==> config.mk <==
export PLATFORM = sky130hd
export DESIGN_NAME = fmul_arbiter
export DESIGN_NICKNAME = d
export VERILOG_FILES = /design/src/rtl/fmul_arb_pkg.sv /design/src/rtl/fmul_arbiter_rr_grant.sv /design/src/rtl/fmul_arbiter.sv
export SDC_FILE = /design/constraint.sdc
export NUM_CORES = 1
export LEC_CHECK = 0
export BUFFER_PORTS_ARGS = -buffer_cell sky130_fd_sc_hd__buf_2
export CORE_AREA = 3 3 154 156
export CTS_BUF_LIST = sky130_fd_sc_hd__clkbuf_16
export CTS_CLUSTER_DIAMETER = 80
export DETAILED_ROUTE_END_ITERATION = 10
export DIE_AREA = 0 0 157 159
export GPL_ROUTABILITY_DRIVEN = 0
export PLACE_DENSITY = 0.51
export SYNTH_ARGS = -nofsm -noshare
export SYNTH_HDL_FRONTEND = slang
export SYNTH_SLANG_ARGS = --single-unit
export TNS_END_PERCENT = 5
==> constraint.sdc <==
create_clock -name clk -period 11 [get_ports clk]
set_clock_uncertainty 0.1 [all_clocks]
set_input_delay 0.55 -clock clk [delete_from_list [all_inputs] [get_ports clk]]
set_output_delay 0.55 -clock clk [all_outputs]
set_load 0.05 [all_outputs]
==> src/rtl/fmul_arb_pkg.sv <==
// fmul_arb_pkg: FSM encoding and operand width shared by the fmul_arbiter slice.
package fmul_arb_pkg;
    localparam int FP_W = 32;
    typedef enum logic [1:0] {IDLE = 2'd0, RUN = 2'd1, DRAIN = 2'd2} state_e;
endpackage

==> src/rtl/fmul_arbiter_rr_grant.sv <==
// rr_grant: one-hot grant to the first set req bit found scanning upward from ptr, wrapping at N.
module rr_grant #(
    parameter int N  = 4,
    parameter int IW = (N > 1) ? $clog2(N) : 1
) (
    input  logic [N-1:0]  req,
    input  logic [IW-1:0] ptr,
    output logic [N-1:0]  grant
);
    always_comb begin
        grant = '0;
        // Walk offsets from farthest to nearest so the nearest requester overwrites last.
        for (int k = N - 1; k >= 0; k--) begin
            if (req[(int'(ptr) + k) % N]) grant = N'(1) << ((int'(ptr) + k) % N);
        end
    end
endmodule

==> src/rtl/fmul_arbiter.sv <==
// fmul_arbiter: round-robin sharing of one pipelined FP multiplier among NREQ requesters.
// Defining FMUL_ARB_STATS_EN adds saturating per-requester grant counters on stat_grants.
module fmul_arbiter
    import fmul_arb_pkg::*;
#(
    parameter int NREQ    = 4,
    parameter int MUL_LAT = 4
) (
    input  logic                 clk,
    input  logic                 rst,
    input  logic                 en,
    input  logic [NREQ-1:0]      req_valid,
    input  logic [FP_W*NREQ-1:0] req_a,
    input  logic [FP_W*NREQ-1:0] req_b,
    output logic [NREQ-1:0]      req_ready,
    output logic [FP_W-1:0]      mul_a,
    output logic [FP_W-1:0]      mul_b,
    input  logic [FP_W-1:0]      mul_c,
    input  logic                 mul_ov,
    output logic [NREQ-1:0]      rsp_valid,
    output logic [FP_W-1:0]      rsp_c,
    output logic                 rsp_ov,
    output logic                 busy
`ifdef FMUL_ARB_STATS_EN
    ,
    output logic [16*NREQ-1:0]   stat_grants
`endif
);
    localparam int IW = (NREQ > 1) ? $clog2(NREQ) : 1;

    state_e          state_q, state_d;
    logic [IW-1:0]   ptr_q, ptr_d, gid;
    logic [FP_W-1:0] mul_a_q, mul_a_d, mul_b_q, mul_b_d;
    logic [NREQ-1:0] grant;
    logic            hs;
    // Stage 0 travels with the operand register, so stage MUL_LAT lines up with mul_c.
    logic [MUL_LAT:0] vld_q;
    logic [IW-1:0]    id_q [MUL_LAT+1];

    rr_grant #(.N(NREQ), .IW(IW)) u_grant (.req(req_valid), .ptr(ptr_q), .grant(grant));

    always_comb begin
        gid = '0;
        for (int i = 0; i < NREQ; i++) if (grant[i]) gid = IW'(i);
    end

    assign hs      = |(req_valid & req_ready);
    assign ptr_d   = hs ? ((gid == IW'(NREQ - 1)) ? '0 : gid + 1'b1) : ptr_q;
    assign mul_a_d = hs ? req_a[gid * FP_W +: FP_W] : mul_a_q;
    assign mul_b_d = hs ? req_b[gid * FP_W +: FP_W] : mul_b_q;

    always_ff @(posedge clk or negedge rst) begin
        if (!rst) state_q <= IDLE;
        else state_q <= state_d;
    end

    always_comb begin
        state_d = state_q;
        case (state_q)
            IDLE:    state_d = en ? RUN : IDLE;
            RUN:     state_d = en ? RUN : DRAIN;
            DRAIN:   state_d = en ? RUN : ((|vld_q) ? DRAIN : IDLE);
            default: state_d = IDLE;
        endcase
    end

    always_comb begin
        req_ready = (state_q == RUN) ? grant : '0;
        busy      = (state_q != IDLE) || (|vld_q);
        rsp_valid = vld_q[MUL_LAT] ? NREQ'(1) << id_q[MUL_LAT] : '0;
    end

    always_ff @(posedge clk or negedge rst) begin
        if (!rst) begin
            ptr_q   <= '0;
            mul_a_q <= '0;
            mul_b_q <= '0;
            vld_q   <= '0;
            for (int k = 0; k <= MUL_LAT; k++) id_q[k] <= '0;
        end else begin
            ptr_q   <= ptr_d;
            mul_a_q <= mul_a_d;
            mul_b_q <= mul_b_d;
            vld_q   <= {vld_q[MUL_LAT-1:0], hs};
            id_q[0] <= gid;
            for (int k = 1; k <= MUL_LAT; k++) id_q[k] <= id_q[k-1];
        end
    end

    assign mul_a  = mul_a_q;
    assign mul_b  = mul_b_q;
    assign rsp_c  = mul_c;
    assign rsp_ov = mul_ov;

`ifdef FMUL_ARB_STATS_EN
    for (genvar g = 0; g < NREQ; g++) begin : g_stat
        logic [15:0] cnt_q;
        always_ff @(posedge clk or negedge rst) begin
            if (!rst) cnt_q <= '0;
            else if (req_valid[g] && req_ready[g] && cnt_q != 16'hFFFF) cnt_q <= cnt_q + 1'b1;
        end
        assign stat_grants[16*g +: 16] = cnt_q;
    end
`endif
endmodule
==> summary.md <==
| Metric | Value |
|---|---|
| Combinational share of power | `72.3%` |
| #FFs+latches synth | `83` |
| Ratio of cells with drive above 1 in the final layout | `59.7%` |
| Register area share after synthesis | `34.6%` |
| DRC Markers | `0` |
| FF-to-FF setup slack | `6.26 ns` |
| Post-Syn Area | `6010 µm²` |
| Slew Viols, Final | `0` |
| Antenna violations before repair | `0` |
| First-pass DRT Iterations | `4` |
| H-Tree Level Count | `3` |
| Die area | `25000 µm²` |
| Post-DP Area | `7590 µm²` |
| Core box area | `22500 µm²` |
| Final HPWL DP | `15200 µm` |
| Fin. Hold Viols | `0` |
| Met1 WL | `8600 µm` |
| Pwr/cell area | `405 nW/µm²` |
| Post-route cell area | `7930 µm²` |
| Max FO, Critical Path | `61` |
| Iter 0 DRT Violations | `239` |
| Switching power | `1.56 mW` |
| Min Tclk post-route | `4.74 ns` |
| Largest net degree at the start of global routing | `75` |
| Row Count | `55` |
| Fraction of registers with async set or reset after synthesis | `100%` |
| Internal Pwr Total | `1.66 mW` |
| Leak Pwr | `3.99 nW` |
| RSZ-0062 raised after global routing | `no` |
| WL/cell | `18.6 µm` |
| Diode count | `0` |
| CP max stage delay | `0.88 ns` |
| Outcome | `finished, final reports clean` |
| Vias in the first global route | `5511` |
| Worst-skew pair later-pin latency | `0.33 ns` |
| CTS tree | `built` |
| Max-cap violations | `0` |
| Via count | `5374` |
| Hold Buf Count CTS | `0` |
| Final cell count without fillers | `1113` |
| Final Routed Wirelength | `20600 µm` |
| Max Used Layer | `met4` |
| Worst Reg2Reg Path Length in Cells | `10` |
| Fmax achieved | `0.211 GHz` |
| Area added between synthesis and finish | `32.0%` |
| Crit Path Class | `reg -> reg` |
| DR WL met2 | `9810 µm` |
| Startpoint types | `flop` |
| Buffer depth of the longest clock path | `2` |
| Die W | `157 µm` |
| DRT antenna net count | `0` |
| Worst Path Required | `11.12 ns` |
| Post-synthesis instance total | `552` |
| Number of flops mapped to enable cells by yosys | `0` |
| Slew HR | `23.8%` |
| Global-route wire length before repair | `30700 µm` |
| Die Height | `159 µm` |
| Switching share of power | `48.4%` |
| Num CTS Buffers | `9` |
| Final setup vio count | `0` |
| TNS Setup | `0 ns` |
| Clock Power Share | `10.7%` |
| Reg clk slew, reported paths | `0.07 ns` |
| Worst setup EP type | `flop` |
| R2r endpoint | `mul_b[2]` |
| Initial Utilization | `26.7%` |
| Total gr overflow | `0` |
| Dpl cells | `1097` |
| Min-Delay Path Class | `in -> async` |
| Most common cell after layout, fill and taps aside | `buf_2` |
| Peak supply drop | `0.189 mV` |
| Critical-path cell list | `inv_1 -> ha_1 -> mux4_2 -> a221oi_1 -> a21oi_4 -> buf_4 -> o22a_1 -> a21oi_4 -> buf_4 -> mux2_2` |
| Clock Root Buffer | `clkbuf_16` |
| Post-CTS Setup Inserts | `0` |
| Number of I/O pins | `402` |
| Post-cts sizing count | `0` |
| Tcrit/Tclk final | `43.1%` |
| Met3 wire length | `1840 µm` |
| Post-Syn Nets | `856` |
| Final #Nets | `1127` |
| Worst path slowest cell | `a21oi_4` |
| Ys flop type | `dfrtp_1` |
| Vias per cell | `4.83` |
| Port Buffer Count | `335` |
| # clock sinks | `83` |
| Post-Syn Area per Cell | `10.9 µm²` |
| Slew @ Worst Pin | `1.14 ns` |
| GRT Util Overall | `15.6%` |
| Most frequent cells in the layout | `buf_2 (334), mux2_2 (128), dfrtp_1 (83)` |
| Crit path DAT | `4.85 ns` |
| RR Startpoint | `ptr_q[0]` |
| Sequential share of power | `17.0%` |
| Synth Warn # | `0` |
| Synth cell types | `32` |
[registers in the layout, summed over array words and instances (netlist names)]
| register | cells |
|---|---|
| mul_a | 32 |
| mul_b | 32 |
| id_q | 10 |
| vld_q | 5 |
| ptr_q | 2 |
| state_q | 2 |
[power groups by stage]
stage               registers [mW]  clock network, mW  logic, mW
finish                       0.546              0.345       2.32
global placement             0.551                  0       2.34
CTS                          0.549              0.361       2.36
global route                 0.566              0.371       2.51
floorplan                    0.950                  0       1.50
detailed placement           0.552                  0       2.36
[metal layers]
| layer | vias to the layer above | track usage, % |
|---|---|---|
| li1 | 2570 | - |
| met1 | 2542 | 19.0 |
| met2 | 245 | 26.4 |
| met3 | 17 | 5.06 |
| met4 | 0 | 4.06 |
| met5 | - | 0 |
[logic make-up after synthesis]
| logic type | share of synthesized area, % |
|---|---|
| AOI/OAI and AO/OA | 12.8 |
| xor gates and xnor gates | 0.146 |
| adders and majority gates | 1.67 |
| buffers and inverters | 9.42 |
| DFF | 34.6 |
| muxes | 25.8 |
| and+or+nand+nor | 15.5 |
[critical path: cells and delay by family, from the launching register on]
family,cells,cell delay (ns)
AOI/OAI and AO/OA,4,1.68
muxes,2,0.80
buffers and inverters,3,1.06
adders and majority gates,1,0.36
DFF,1,0.55
[area by class of cell]
type                       count  area (µm²)
fill                        2359       14600
multi-input combinational    377        3380
sequential                    83        2080
timing repair buffer         343        1740
tap                          285         357
clock buffer                   9         225
clock inverter                 7         110
inverter                       9        33.8
[Yosys cell counts, types with 2 or more instances]
cell type / count / area (µm²)
a21oi_1: 4 / 20.0
a21oi_2: 2 / 17.5
a221o_1: 67 / 671
and3_1: 66 / 413
buf_1: 2 / 7.51
buf_2: 20 / 100
buf_4: 38 / 285
buf_6: 7 / 78.8
clkbuf_1: 16 / 60.1
dfrtp_1: 83 / 2080
ha_1: 8 / 100
inv_1: 9 / 33.8
mux2_2: 128 / 1440
mux2i_1: 2 / 20.0
mux4_2: 4 / 90.1
nand2_1: 8 / 30.0
nand3b_1: 2 / 15.0
nor2_1: 8 / 30.0
nor2b_1: 65 / 407
[how the worst max path moves through the flow]
stage              from            to  slack (ns)  cells after the start
2_1_floorplan  ptr_q[0]  req_ready[3]        7.39                     10
3_3_place_gp   ptr_q[0]     mul_a[25]        6.25                     10
3_5_place_dp   ptr_q[0]     mul_a[20]        6.17                     10
4_1_cts        ptr_q[0]     mul_a[27]        6.10                     10
5_1_grt        ptr_q[0]     mul_a[27]        5.87                     10
6_report       ptr_q[0]      mul_b[2]        6.26                     10
[stage by stage]
stage               utilization [%]  setup slack (ns)  hold WS, ns  total power, mW
floorplan                         -              7.39        0.154             2.45
global placement               33.7              6.25        0.234             2.89
detailed placement             33.7              6.17        0.238             2.91
CTS                            35.2              6.10        0.103             3.27
global route                   35.2              5.87        0.125             3.45
finish                         35.2              6.26        0.101             3.21
No activity file was read; power rests on OpenSTA's default activity.
